==> config.mk <==
export PLATFORM = sky130hd
export DESIGN_NAME = mem_cmd_ctrl
export DESIGN_NICKNAME = d
export VERILOG_FILES = /design/src/rtl/mem_cmd_ctrl.sv
export SDC_FILE = /design/constraint.sdc
export NUM_CORES = 1
export LEC_CHECK = 0
export CAP_MARGIN = 20
export CORE_MARGIN = 2
export CORE_UTILIZATION = 47
export CTS_CLUSTER_DIAMETER = 100
export CTS_CLUSTER_SIZE = 28
export DETAILED_ROUTE_END_ITERATION = 6
export PLACE_DENSITY = 0.79
export SYNTH_ARGS = -nofsm -noshare
export SYNTH_HDL_FRONTEND = slang
export SYNTH_SLANG_ARGS = --single-unit
==> constraint.sdc <==
create_clock -name clk -period 2.47 [get_ports clk]
set_clock_uncertainty 0.1 [all_clocks]
set_input_delay 0.6175 -clock clk [delete_from_list [all_inputs] [get_ports clk]]
set_output_delay 0.6175 -clock clk [all_outputs]
set_load 0.005 [all_outputs]
==> src/rtl/mem_cmd_ctrl.sv <==
// rtl/mem_cmd_ctrl.sv - UART byte-command front end driving a word-wide memory
//
// Purpose: decodes byte commands from a UART receiver and turns them into
// single-word memory writes or reads. A read returns the word on the UART
// transmit side, most significant byte first.
//   write: 0xA5, addr, NBYTES data bytes (MSB first)
//   read : 0x5A, addr -> NBYTES response bytes (MSB first)
//   Any other opcode in IDLE pulses cmd_err for one cycle.
//
// Ports:
//   clk, rst            clock, synchronous active-high reset
//   rx_data, rx_valid   command byte and its one-cycle strobe
//   tx_data, tx_valid,  response byte, valid, and transmitter ready
//   tx_ready
//   write_En, read_En   one-cycle memory strobes (never both high)
//   Address, Data_in    memory address / write data, held between strobes
//   Data_out, Valid_out memory read data and its valid
//   busy, cmd_err       not-IDLE flag, one-cycle error pulse
//
// Optional feature: MEM_CMD_CTRL_TIMEOUT_EN -- abandons a read with a cmd_err
// pulse if Valid_out does not arrive within 16 cycles of entering WAIT_VALID.

module mem_cmd_ctrl #(
  parameter int DATA_WIDTH = 32,
  parameter int MEM_DEPTH  = 64
) (
  input  logic                         clk,
  input  logic                         rst,
  input  logic [7:0]                   rx_data,
  input  logic                         rx_valid,
  output logic [7:0]                   tx_data,
  output logic                         tx_valid,
  input  logic                         tx_ready,
  output logic                         write_En,
  output logic                         read_En,
  output logic [$clog2(MEM_DEPTH)-1:0] Address,
  output logic [DATA_WIDTH-1:0]        Data_in,
  input  logic [DATA_WIDTH-1:0]        Data_out,
  input  logic                         Valid_out,
  output logic                         busy,
  output logic                         cmd_err
);

  localparam int ADDR_WIDTH = $clog2(MEM_DEPTH);
  localparam int NBYTES     = DATA_WIDTH / 8;
  localparam int CNT_W      = (NBYTES > 1) ? $clog2(NBYTES) : 1;
  localparam logic [CNT_W-1:0] LAST_BYTE = CNT_W'(NBYTES - 1);

  localparam logic [7:0] OP_WRITE = 8'hA5;
  localparam logic [7:0] OP_READ  = 8'h5A;

  typedef enum logic [2:0] {
    IDLE,
    ADDR,
    WDATA,
    WRITE,
    READ,
    WAIT_VALID,
    TX
  } state_t;

  state_t                  state_q, state_d;
  logic                    is_wr_q, is_wr_d;
  logic [CNT_W-1:0]        cnt_q, cnt_d;
  logic [ADDR_WIDTH-1:0]   addr_q, addr_d;
  logic [DATA_WIDTH-1:0]   wdata_q, wdata_d;
  logic [DATA_WIDTH-1:0]   shift_q, shift_d;
  logic                    cmd_err_q, cmd_err_d;
`ifdef MEM_CMD_CTRL_TIMEOUT_EN
  logic [3:0]              tmo_q, tmo_d;
`endif

  always_ff @(posedge clk) begin
    if (rst) begin
      state_q   <= IDLE;
      is_wr_q   <= 1'b0;
      cnt_q     <= '0;
      addr_q    <= '0;
      wdata_q   <= '0;
      shift_q   <= '0;
      cmd_err_q <= 1'b0;
`ifdef MEM_CMD_CTRL_TIMEOUT_EN
      tmo_q     <= '0;
`endif
    end else begin
      state_q   <= state_d;
      is_wr_q   <= is_wr_d;
      cnt_q     <= cnt_d;
      addr_q    <= addr_d;
      wdata_q   <= wdata_d;
      shift_q   <= shift_d;
      cmd_err_q <= cmd_err_d;
`ifdef MEM_CMD_CTRL_TIMEOUT_EN
      tmo_q     <= tmo_d;
`endif
    end
  end

  always_comb begin
    state_d   = state_q;
    is_wr_d   = is_wr_q;
    cnt_d     = cnt_q;
    addr_d    = addr_q;
    wdata_d   = wdata_q;
    shift_d   = shift_q;
    cmd_err_d = 1'b0;
`ifdef MEM_CMD_CTRL_TIMEOUT_EN
    tmo_d     = tmo_q;
`endif

    // Outputs are pure functions of registered state, so reset clears them.
    tx_valid = (state_q == TX);
    tx_data  = shift_q[DATA_WIDTH-1 -: 8];
    write_En = (state_q == WRITE);
    read_En  = (state_q == READ);
    busy     = (state_q != IDLE);
    cmd_err  = cmd_err_q;
    Address  = addr_q;
    Data_in  = wdata_q;

    case (state_q)
      IDLE: begin
        if (rx_valid) begin
          if (rx_data == OP_WRITE) begin
            is_wr_d = 1'b1;
            state_d = ADDR;
          end else if (rx_data == OP_READ) begin
            is_wr_d = 1'b0;
            state_d = ADDR;
          end else begin
            cmd_err_d = 1'b1;
          end
        end
      end
      ADDR: begin
        if (rx_valid) begin
          // Size cast keeps only the low ADDR_WIDTH bits of the byte.
          addr_d  = ADDR_WIDTH'(rx_data);
          cnt_d   = '0;
          state_d = is_wr_q ? WDATA : READ;
        end
      end
      WDATA: begin
        if (rx_valid) begin
          wdata_d = DATA_WIDTH'({wdata_q, rx_data});
          if (cnt_q == LAST_BYTE) begin
            cnt_d   = '0;
            state_d = WRITE;
          end else begin
            cnt_d = cnt_q + CNT_W'(1);
          end
        end
      end
      WRITE: state_d = IDLE;
      READ: begin
        state_d = WAIT_VALID;
`ifdef MEM_CMD_CTRL_TIMEOUT_EN
        tmo_d   = '0;
`endif
      end
      WAIT_VALID: begin
        if (Valid_out) begin
          shift_d = Data_out;
          cnt_d   = '0;
          state_d = TX;
        end
`ifdef MEM_CMD_CTRL_TIMEOUT_EN
        // tmo_q == 15 is the 16th cycle in this state; error shows next cycle.
        else if (tmo_q == 4'd15) begin
          cmd_err_d = 1'b1;
          state_d   = IDLE;
        end else begin
          tmo_d = tmo_q + 4'd1;
        end
`endif
      end
      TX: begin
        if (tx_ready) begin
          shift_d = DATA_WIDTH'({shift_q, 8'h00});
          if (cnt_q == LAST_BYTE) begin
            cnt_d   = '0;
            state_d = IDLE;
          end else begin
            cnt_d = cnt_q + CNT_W'(1);
          end
        end
      end
      default: state_d = IDLE;
    endcase
  end

endmodule

==> summary.txt <==
Status
  • Outcome: completed

Yosys
  • Seq/Total Area, Yosys: a little under half
  • Post-synth net total: about 460
  • Post-Syn Area: about 0.0033 sq mm
  • Netlist cell types: 36
  • FF+latch count, synth: between 70 and 80
  • Yosys warnings: 0
  • Syn Area/Cell: 8.02 sq um
  • Post-Synthesis Cells: 414

Critical path
  • Worst-path cell chain: inv_1 -> ha_1 -> and2_1 -> clkdlybuf4s50_1
  • CP Max Fanout: 4
  • WP buf/inv: 2
  • CP max stage cell: clkdlybuf4s50_1
  • Critical Path RT: ~1.8 ns
  • Critical path endpoint category: output port
  • CP Class: reg -> out
  • Arrival @ worst endpoint: 1.66 ns
  • Critical path's largest stage delay: a little over 0.5 ns
  • Number of cells on the critical path: 4
  • Critical Path Source Type: register
  • Delay-heaviest family, CP: buffers and inverters
  • Cell depth of the worst flop-to-flop path: 7

Routing
  • Vias: about 3,000
  • DR WL/cell: about 14 microns
  • Remaining DRCs: 0
  • Final wirelength: 7.97 mm
  • Number of vias per cell: approximately 5
  • Drt first-iter violations: 182
  • Routed Antenna Nets: 0
  • Drt pass-1 iters: 5

CTS
  • Worst-path clk slew: ~0.080 ns
  • Clock root cell: clkbuf_8
  • Num CTS Buffers: 9
  • Clock Path Buffers: 2
  • CTS tree: built
  • Clock Sinks: 77
  • Worst-Skew Late Latency: approximately 0.34 ns
  • # hold bufs at CTS: 0
  • Post-CTS Setup Inserts: 0
  • H-tree Lvls: 3

Finish
  • Final core utilization: 66.7%
  • Share of layout cells above drive strength 1: under 10%
  • Most common cell after layout, fill and taps aside: nand2_1
  • Ant diodes: 0
  • Post-Layout Cell Count: between 500 and 600
  • Fin nets: roughly 540
  • Most frequent cells in the layout: nand2_1 (135), clkdlybuf4s50_1 (93), dfxtp_1 (75)
  • Area grow syn2layout: 37.3%

Die
  • DIE WIDTH: slightly below 90 microns
  • Initial core utilization: between 40% and 50%
  • # IOs: 96
  • Total Die Area: between 0.007 and 0.008 sq mm
  • Die H: 88.1 microns
  • Row cnt: 30
  • Core area: roughly 0.007 sq mm

Worst hold path
  • Worst Hold Class: reg -> reg
  • Hold path cells: 2

STA
  • Final WS setup: 0.0956 ns
  • Worst Tran Pin Value: approximately 0.43 ns
  • Tcrit/Tclk final: between 90% and 100%
  • Max Slew Vio Count: 0
  • RSZ-0062 raised after global routing: true
  • Final min period: between 2 and 2.5 ns
  • Setup violators final: 0
  • Max Freq: between 400 and 500 MHz
  • Final hold vios: 0
  • Slew HR: 71.4%

Job
  • Max_cap viols: 0

Placement
  • RePlAce Congestion: between 0.8 and 0.9
  • Post-place setup slack: approximately 0.073 ns
  • Port Buf Inserts: 95
  • DP Cell Count: around 570
  • Dpl hpwl: ~5.6 mm

Global route
  • Total GRT Usage: 20.8%
  • Initial antenna violation count: 0
  • Largest net degree at the start of global routing: between 50 and 60
  • First-pass GRT wire length: 12.7 mm
  • Global route overflow: 0
  • Via count of the first global-routing pass: between 2,000 and 3,000

Pwr
  • Maximum vdd drop: 0.346 mV
  • Pleak: between 1.5 and 2 nW
  • PwrDens: between 600 and 700 mW/mm^2
==> state kept, by name, indices dropped and copies added, names as in the netlist <==
name / cells
Address: 6
Data_in: 32
state_q: 3
shift_q: 32
is_wr_q: 1
cnt_q: 2
cmd_err: 1
==> per-stage QoR <==
| stage | instance area [sq um] | setup TNS [ns] | total power [mW] | hold slack [ns] |
|---|---|---|---|---|
| floorplan | 3320 | 0 | 1.43 | 0.332 |
| global placement | 4260 | 0 | 1.57 | 0.340 |
| detailed placement | 4260 | 0 | 1.57 | 0.347 |
| CTS | 4560 | 0 | 2.92 | 0.357 |
| global route | 4560 | -0.00307 | 2.99 | 0.374 |
| finish | 4560 | 0 | 2.90 | 0.354 |
==> cells in the mapped netlist <==
library cell	count	area share (%)
nand2_1	135	15
dfxtp_1	77	46
a21oi_1	52	7.8
nor2_1	27	3.1
a311oi_1	16	4.2
clkbuf_1	15	1.7
nand3_1	15	2.3
buf_4	12	2.7
buf_2	10	1.5
a311oi_2	8	3.6
ha_1	5	1.9
inv_1	5	0.57
and4bb_2	3	1.1
nor2b_1	3	0.57
o21ai_0	3	0.45
a21bo_2	2	0.60
and2_1	2	0.38
buf_6	2	0.68
inv_2	2	0.23
nand2b_1	2	0.38
nand4_1	2	0.38
nor3_1	2	0.30
a21boi_1	1	0.23
a21oi_2	1	0.26
a221oi_1	1	0.26
and2_0	1	0.19
buf_1	1	0.11
mux2_2	1	0.34
nand4b_1	1	0.26
nor2_4	1	0.34
nor3_2	1	0.30
nor4bb_1	1	0.30
o211ai_1	1	0.23
o22ai_4	1	0.60
o32ai_1	1	0.26
or3_1	1	0.19
==> layout make-up <==
class | count | area (sq um)
Clock inverter | 6 | 158
Fill cell | 584 | 2270
Tap cell | 96 | 120
Timing Repair Buffer | 104 | 1040
Multi-Input combinational cell | 290 | 1540
Inverter | 7 | 26.3
Clock buffer | 10 | 138
Sequential cell | 77 | 1540
==> path summary, 6_finish.rpt <==
check,start,to,slack [ns]
max reg2reg,state_q[1],state_q[1],0.37
max,state_q[0],read_En,0.1
min,Data_in[26],Data_in[26],0.35
min reg2reg,Data_in[26],Data_in[26],0.35
==> timing repair <==
item	4_1_cts	5_1_grt
resized for setup	3	0
gates cloned	0	0
setup endpoints to repair	1	2
==> power breakdown <==
part           switching, mW  total, mW  leakage [nW]  internal [mW]
registers             0.0110       1.27         0.621           1.26
clock network          0.453       1.36         0.143          0.903
logic                  0.138      0.273         0.773          0.135
total                  0.602       2.90          1.54           2.30
==> layer usage <==
layer / global-route usage, % / part of all wire [%]
met1: 27.6 / 45
met4: 9.09 / 1.9
met2: 33.1 / 49
met3: 4.24 / 3.7
met5: 0 / 0
==> cells by family (layout without fill, tap and decap cells) <==
family	count (synthesis)	count (layout)	synth area share, %
DFF	77	77	46.4
adders and majority gates	5	5	1.88
and+or+nand+nor	197	197	25.3
muxes	1	1	0.339
buffers and inverters	47	127	7.50
AOI/OAI and AO/OA	87	87	18.6
==> worst min-delay path, stage by stage (launching register included) <==
cell	delay (ns)
dfxtp_1	0.31
nand2_1	0.05
a21oi_1	0.05
Note: power is estimated with default switching activity, not from simulation.
